$ cat src/rtl/apd_hv_pkg.sv
// apd_hv_pkg: shared FSM states, reset HV code and clamp-flag encoding for the APD HV compensator
package apd_hv_pkg;
    typedef enum logic [2:0] {ST_IDLE, ST_MUL, ST_SUM, ST_AVG, ST_OUT} state_t;
    localparam int HV_RST_DEF = 1150;
    localparam logic CLAMP_OFF = 1'b0;
    localparam logic CLAMP_ON  = 1'b1;
endpackage

$ cat src/rtl/hv_avg_ring.sv
// hv_avg_ring: 2^AVG_LOG2-deep sample ring with exact running sum; fill preloads every entry
module hv_avg_ring #(
    parameter int DAC_W    = 12,
    parameter int AVG_LOG2 = 4
)(
    input  logic                      i_clk_50m,
    input  logic                      i_rst_n,
    input  logic [DAC_W-1:0]          i_sample,
    input  logic                      i_write,
    input  logic                      i_fill,
    output logic [DAC_W+AVG_LOG2-1:0] o_sum
);
    localparam int DEPTH = 1 << AVG_LOG2;
    localparam int PW    = AVG_LOG2 > 0 ? AVG_LOG2 : 1;
    localparam int SW    = DAC_W + AVG_LOG2;
    logic [DAC_W-1:0] r_mem [DEPTH];
    logic [PW-1:0]    r_ptr;
    logic [SW-1:0]    r_sum;
    logic [PW-1:0]    w_ptr_nxt;
    assign w_ptr_nxt = (r_ptr == PW'(DEPTH - 1)) ? '0 : r_ptr + 1'b1;
    assign o_sum     = r_sum;
    always_ff @(posedge i_clk_50m)
        if (i_write)
            for (int i = 0; i < DEPTH; i++)
                if (i_fill || PW'(i) == r_ptr) r_mem[i] <= i_sample;
    always_ff @(posedge i_clk_50m or negedge i_rst_n)
        if (!i_rst_n) begin
            r_sum <= '0;
            r_ptr <= '0;
        end else if (i_write) begin
            r_sum <= i_fill ? SW'(i_sample) << AVG_LOG2 : r_sum - SW'(r_mem[r_ptr]) + SW'(i_sample);
            r_ptr <= w_ptr_nxt;
        end
endmodule

$ cat src/rtl/apd_hv_comp.sv
// apd_hv_comp: temperature-compensated APD HV code with clamp and moving average, 4-cycle pipeline FSM
module apd_hv_comp import apd_hv_pkg::*; #(
    parameter int DAC_W    = 12,
    parameter int AVG_LOG2 = 4,
    parameter int HV_RST   = HV_RST_DEF
)(
    input  logic             i_clk_50m,
    input  logic             i_rst_n,
    input  logic             i_update,
    input  logic [7:0]       i_temp,
    input  logic [7:0]       i_temp_base,
    input  logic [15:0]      i_hv_base,
    input  logic [7:0]       i_coe_hot,
    input  logic [7:0]       i_coe_cold,
    input  logic [DAC_W-1:0] i_hv_min,
    input  logic [DAC_W-1:0] i_hv_max,
    input  logic             i_avg_bypass,
    output logic             o_dac_start,
    output logic [DAC_W-1:0] o_dac_value,
    output logic             o_busy,
    output logic             o_clamp
);
    state_t                    r_state, w_state_nxt;
    logic [7:0]                r_temp, r_temp_base, r_coe_hot, r_coe_cold;
    logic [15:0]               r_hv_base, r_prod;
    logic [DAC_W-1:0]          r_hv_min, r_hv_max, r_sample, r_dac_value;
    logic                      r_bypass, r_neg, r_clamp_pend, r_clamp, r_filled;
    logic [DAC_W+AVG_LOG2-1:0] w_sum;
    logic signed [8:0]         w_diff;
    logic [8:0]                w_mag;
    logic [7:0]                w_abs;
    logic signed [17:0]        w_hv, w_min, w_max;
    logic                      w_inv, w_lo, w_hi;
    logic [DAC_W-1:0]          w_clamped, w_out;

    assign w_diff    = {r_temp[7], r_temp} - {r_temp_base[7], r_temp_base};
    assign w_mag     = w_diff[8] ? 9'(-w_diff) : w_diff;
    assign w_abs     = w_mag[8] ? 8'hFF : w_mag[7:0];
    assign w_hv      = r_neg ? 18'(r_hv_base) - 18'(r_prod) : 18'(r_hv_base) + 18'(r_prod);
    assign w_min     = 18'(r_hv_min);
    assign w_max     = 18'(r_hv_max);
    assign w_inv     = r_hv_min > r_hv_max;
    assign w_lo      = w_hv < w_min;
    assign w_hi      = w_hv > w_max;
    assign w_clamped = (w_inv || w_lo) ? r_hv_min : w_hi ? r_hv_max : w_hv[DAC_W-1:0];
    assign w_out     = r_bypass ? r_sample : w_sum[AVG_LOG2 +: DAC_W];

    always_ff @(posedge i_clk_50m or negedge i_rst_n)
        if (!i_rst_n) r_state <= ST_IDLE;
        else          r_state <= w_state_nxt;

    always_comb begin
        w_state_nxt = ST_IDLE;
        case (r_state)
            ST_IDLE: w_state_nxt = i_update ? ST_MUL : ST_IDLE;
            ST_MUL:  w_state_nxt = ST_SUM;
            ST_SUM:  w_state_nxt = ST_AVG;
            ST_AVG:  w_state_nxt = ST_OUT;
            default: w_state_nxt = ST_IDLE;
        endcase
    end

    // The OUT cycle shows the fresh result directly; the registers hold it until the next strobe
    always_comb begin
        o_dac_start = r_state == ST_OUT;
        o_busy      = r_state != ST_IDLE;
        o_dac_value = o_dac_start ? w_out : r_dac_value;
        o_clamp     = o_dac_start ? r_clamp_pend : r_clamp;
    end

    always_ff @(posedge i_clk_50m or negedge i_rst_n)
        if (!i_rst_n) begin
            r_temp       <= '0;
            r_temp_base  <= '0;
            r_hv_base    <= '0;
            r_coe_hot    <= '0;
            r_coe_cold   <= '0;
            r_hv_min     <= '0;
            r_hv_max     <= '0;
            r_bypass     <= 1'b0;
            r_neg        <= 1'b0;
            r_prod       <= '0;
            r_sample     <= '0;
            r_clamp_pend <= CLAMP_OFF;
            r_clamp      <= CLAMP_OFF;
            r_filled     <= 1'b0;
            r_dac_value  <= DAC_W'(HV_RST);
        end else begin
            if (r_state == ST_IDLE && i_update) begin
                r_temp      <= i_temp;
                r_temp_base <= i_temp_base;
                r_hv_base   <= i_hv_base;
                r_coe_hot   <= i_coe_hot;
                r_coe_cold  <= i_coe_cold;
                r_hv_min    <= i_hv_min;
                r_hv_max    <= i_hv_max;
                r_bypass    <= i_avg_bypass;
            end
            if (r_state == ST_MUL) begin
                r_neg  <= w_diff[8];
                r_prod <= 16'(w_diff[8] ? r_coe_cold : r_coe_hot) * 16'(w_abs);
            end
            if (r_state == ST_SUM) begin
                r_sample     <= w_clamped;
                r_clamp_pend <= (w_inv || w_lo || w_hi) ? CLAMP_ON : CLAMP_OFF;
            end
            if (r_state == ST_AVG) r_filled <= 1'b1;
            if (r_state == ST_OUT) begin
                r_dac_value <= w_out;
                r_clamp     <= r_clamp_pend;
            end
        end

    hv_avg_ring #(.DAC_W(DAC_W), .AVG_LOG2(AVG_LOG2)) u_ring (
        .i_clk_50m (i_clk_50m),
        .i_rst_n   (i_rst_n),
        .i_sample  (r_sample),
        .i_write   (r_state == ST_AVG),
        .i_fill    (!r_filled),
        .o_sum     (w_sum)
    );
endmodule

$ cat config.mk
export PLATFORM = sky130hd
export DESIGN_NAME = apd_hv_comp
export DESIGN_NICKNAME = d
export VERILOG_FILES = /design/src/rtl/apd_hv_pkg.sv /design/src/rtl/hv_avg_ring.sv /design/src/rtl/apd_hv_comp.sv
export SDC_FILE = /design/constraint.sdc
export NUM_CORES = 1
export LEC_CHECK = 0
export ABC_AREA = 1
export CAP_MARGIN = 15
export CELL_PAD_IN_SITES_DETAIL_PLACEMENT = 1
export CELL_PAD_IN_SITES_GLOBAL_PLACEMENT = 2
export CORE_MARGIN = 5
export CORE_UTILIZATION = 39
export CTS_CLUSTER_SIZE = 40
export DETAILED_ROUTE_END_ITERATION = 10
export GPL_ROUTABILITY_DRIVEN = 1
export PLACE_DENSITY_LB_ADDON = 0.15
export SKIP_CTS_REPAIR_TIMING = 1
export SLEW_MARGIN = 20
export SYNTH_ARGS = -nofsm -noshare
export SYNTH_HDL_FRONTEND = slang
export SYNTH_HIERARCHICAL = 1
export SYNTH_SLANG_ARGS = --single-unit
$ cat constraint.sdc
create_clock -name i_clk_50m -period 6.8 [get_ports i_clk_50m]
set_input_delay 1.02 -clock i_clk_50m [delete_from_list [all_inputs] [get_ports i_clk_50m]]
set_output_delay 1.02 -clock i_clk_50m [all_outputs]
set_load 0.05 [all_outputs]
==> impl_metrics.ini <==
[outcome]
run_status = finished clean

[synthesis]
synthArstFlopShare_pct = 42.2
yosys_warnings = 6
yosysMostFrequentCell = nand2_1
ys_seq_area_share_pct = 46.5
synth_edf_count = 192
syn-cell-area_sq_um = 19900
avgSynthCellArea_sq_um = 8.81
synth_top_cell_area_share_pct = 28.9
ys_top_cells_by_count = nand2_1, inv_1, nor2_1, edfxtp_1, o21ai_0
synth_area_leaders = edfxtp_1, dfrtp_1, ha_1, nand2_1, inv_1
yosys.area.top_type = edfxtp_1
synth_cell_types = 47
synth_top_flop_cell = edfxtp_1
synth_cells = 2262
synth_seq_cells = 332
synth_fp_nets = 2521

[sta]
slew-limit-headroom_pct = 32.8
period_share_pct = 93.2
slew_violations = 0
skew_ps = 19.6
period_needed_ps = 6340
worstMarginPinSlew_ps = 1010
max_freq_mhz = 158
setup_viol = 0
hold_viol = 0
setup_tns_ps = 0

[worst_setup_path]
path_class = flip-flop to flip-flop
cp.arrival_ps = 6760
critPathMostFrequentCell = inv_1
slowest_stage = fa_1
crit_required_ps = 7220
end_kind = flip-flop
critPathMaxStageDelay_ps = 550
cp_max_fo = 8
startpoint_type = flip-flop

[job]
cap_violations = 0

[cts]
path_clk_slew_ps = 50
clock-sinks = 332
cts_tree = yes
clk_latency_ps = 580
cts_htree_levels = 2
cts_root_buffer = clkbuf_16
clockBufferDepth = 3
numCtsBuffers = 40

[cells_and_area]
nets = 2610
diodes = 0
area_growth_pct = 15.0
drive_gt1_share_pct = 7.72

[detailed_routing]
first_pass_iters = 4
vias = 15749
drtIter0Drc = 677
drc = 0
routedWlPerCell_microns = 19.6
via_per_inst = 5.16
wl_microns = 59900
ant_nets = 0

[global_route]
antenna_found_initial = 0
grt_pass1_wl_microns = 94500
grt_pass1_vias = 16878
grt_max_degree = 101
gr-total-overflow = 0
grt_use_total_pct = 21.3

[floorplanning]
start_util_pct = 39.6
die_width_microns = 236
die_y_microns = 236
coreArea_sq_um = 50400
die-area_sq_um = 55700
fp-row-count = 82
ios = 91

[hold_path]
worstHoldPathType = flip-flop to flip-flop

[placed_design]
port_buffers = 90
gp_congestion = 0.847
dpl.hpwl_microns = 43900
==> cells in the final DEF (no fill, tap or decap), types with 14 or more instances in the layout <==
cell / netlist / layout
ha_1: 132 / 132
clkdlybuf4s50_1: 0 / 89
o22ai_1: 59 / 59
fa_1: 51 / 51
nand4_1: 30 / 30
xor2_1: 25 / 24
clkbuf_1: 43 / 15
clkbuf_16: 0 / 41
nand2_1: 437 / 436
o21ai_1: 5 / 23
o21ai_0: 186 / 167
mux2_2: 32 / 32
buf_4: 8 / 34
dfrtp_1: 133 / 132
inv_2: 7 / 14
edfxtp_1: 192 / 192
a21oi_1: 129 / 126
nor2_1: 251 / 249
nand3_1: 81 / 79
inv_1: 352 / 345
==> cells by family after synthesis <==
group	after synthesis	synth area share [%]
XOR/XNOR	28	1.23
AND/OR/NAND/NOR	844	17.4
AO/OA/AOI/OAI	403	10.9
adder cells (fa/ha/maj)	183	13.4
buffers and inverters	440	8.80
flip-flops	332	46.5
multiplexers	32	1.81
==> stage by stage <==
stage / cells / cell area (sq um) / setup slack, ps / utilization, % / hold WS (ps)
after floorplan: 2262 / 19900 / 893 / - / 440
final: 3055 / 22900 / 459 / 45.5 / 473
after global placement: 2977 / 21500 / 305 / 42.8 / 451
after global routing: 3055 / 22900 / -36.6 / 45.5 / 501
after detailed placement: 2977 / 21500 / 184 / 42.8 / 464
after CTS: 3051 / 22800 / 144 / 45.4 / 478
==> final timing paths <==
check | startpoint | end | slack (ps) | cells after the start
worst min register to register | r_filled$_DFFE_PN0P_ | r_filled$_DFFE_PN0P_ | 470 | 1
max in group asynchronous | i_rst_n | r_state[0]$_DFF_PN0_ | 4920 | 2
worst max-delay path | r_temp[0]$_DFFE_PN0P_ | r_prod[15]$_DFFE_PN0P_ | 460 | 34
worst max register to register | r_temp[0]$_DFFE_PN0P_ | r_prod[15]$_DFFE_PN0P_ | 460 | 34
min in group asynchronous | i_rst_n | r_hv_min[2]$_DFFE_PN0P_ | 540 | 1
worst min-delay path | r_filled$_DFFE_PN0P_ | r_filled$_DFFE_PN0P_ | 470 | 1
==> per-layer routing <==
metal	part of all wire, %	vias up	global-route usage, %
met3	2.7	91	2.91
met2	52	197	38.8
met1	43	7874	26.4
met5	0	-	0
met4	2.8	0	5.74
li1	-	7587	-
==> layout make-up <==
| class | count | area [sq um] |
|---|---|---|
| clock buffer | 59 | 1120 |
| clock inverter | 15 | 179 |
| fill | 5878 | 27500 |
| inverter | 362 | 1370 |
| multi-input combinational | 1490 | 8970 |
| sequential | 332 | 9280 |
| tap | 672 | 841 |
| timing repair buffer | 125 | 1170 |
==> flip-flops by register name, summed over array words and instances, names as in the netlist <==
register / flops
u_ring/o_sum: 16
r_clamp: 1
r_clamp_pend: 1
r_prod: 16
r_coe_cold: 8
r_bypass: 1
r_hv_min: 12
r_temp_base: 8
r_sample: 12
u_ring/r_ptr: 4
r_neg: 1
r_hv_base: 16
r_temp: 8
r_coe_hot: 8
r_filled: 1
u_ring/r_mem: 192
r_dac_value: 12
r_hv_max: 12
r_state: 3
==> critical path, delay by kind of cell, from the launching register on <==
| kind | cells | cell delay (ps) |
|---|---|---|
| adders and majority gates | 7 | 2920 |
| and+or+nand+nor | 11 | 1230 |
| AOI/OAI and AO/OA | 7 | 860 |
| buffers and inverters | 8 | 680 |
| DFF | 1 | 370 |
| xor gates and xnor gates | 1 | 130 |
Power is not shown: default switching activity piles up to over one toggle a cycle in this logic, so the estimate is an artifact.
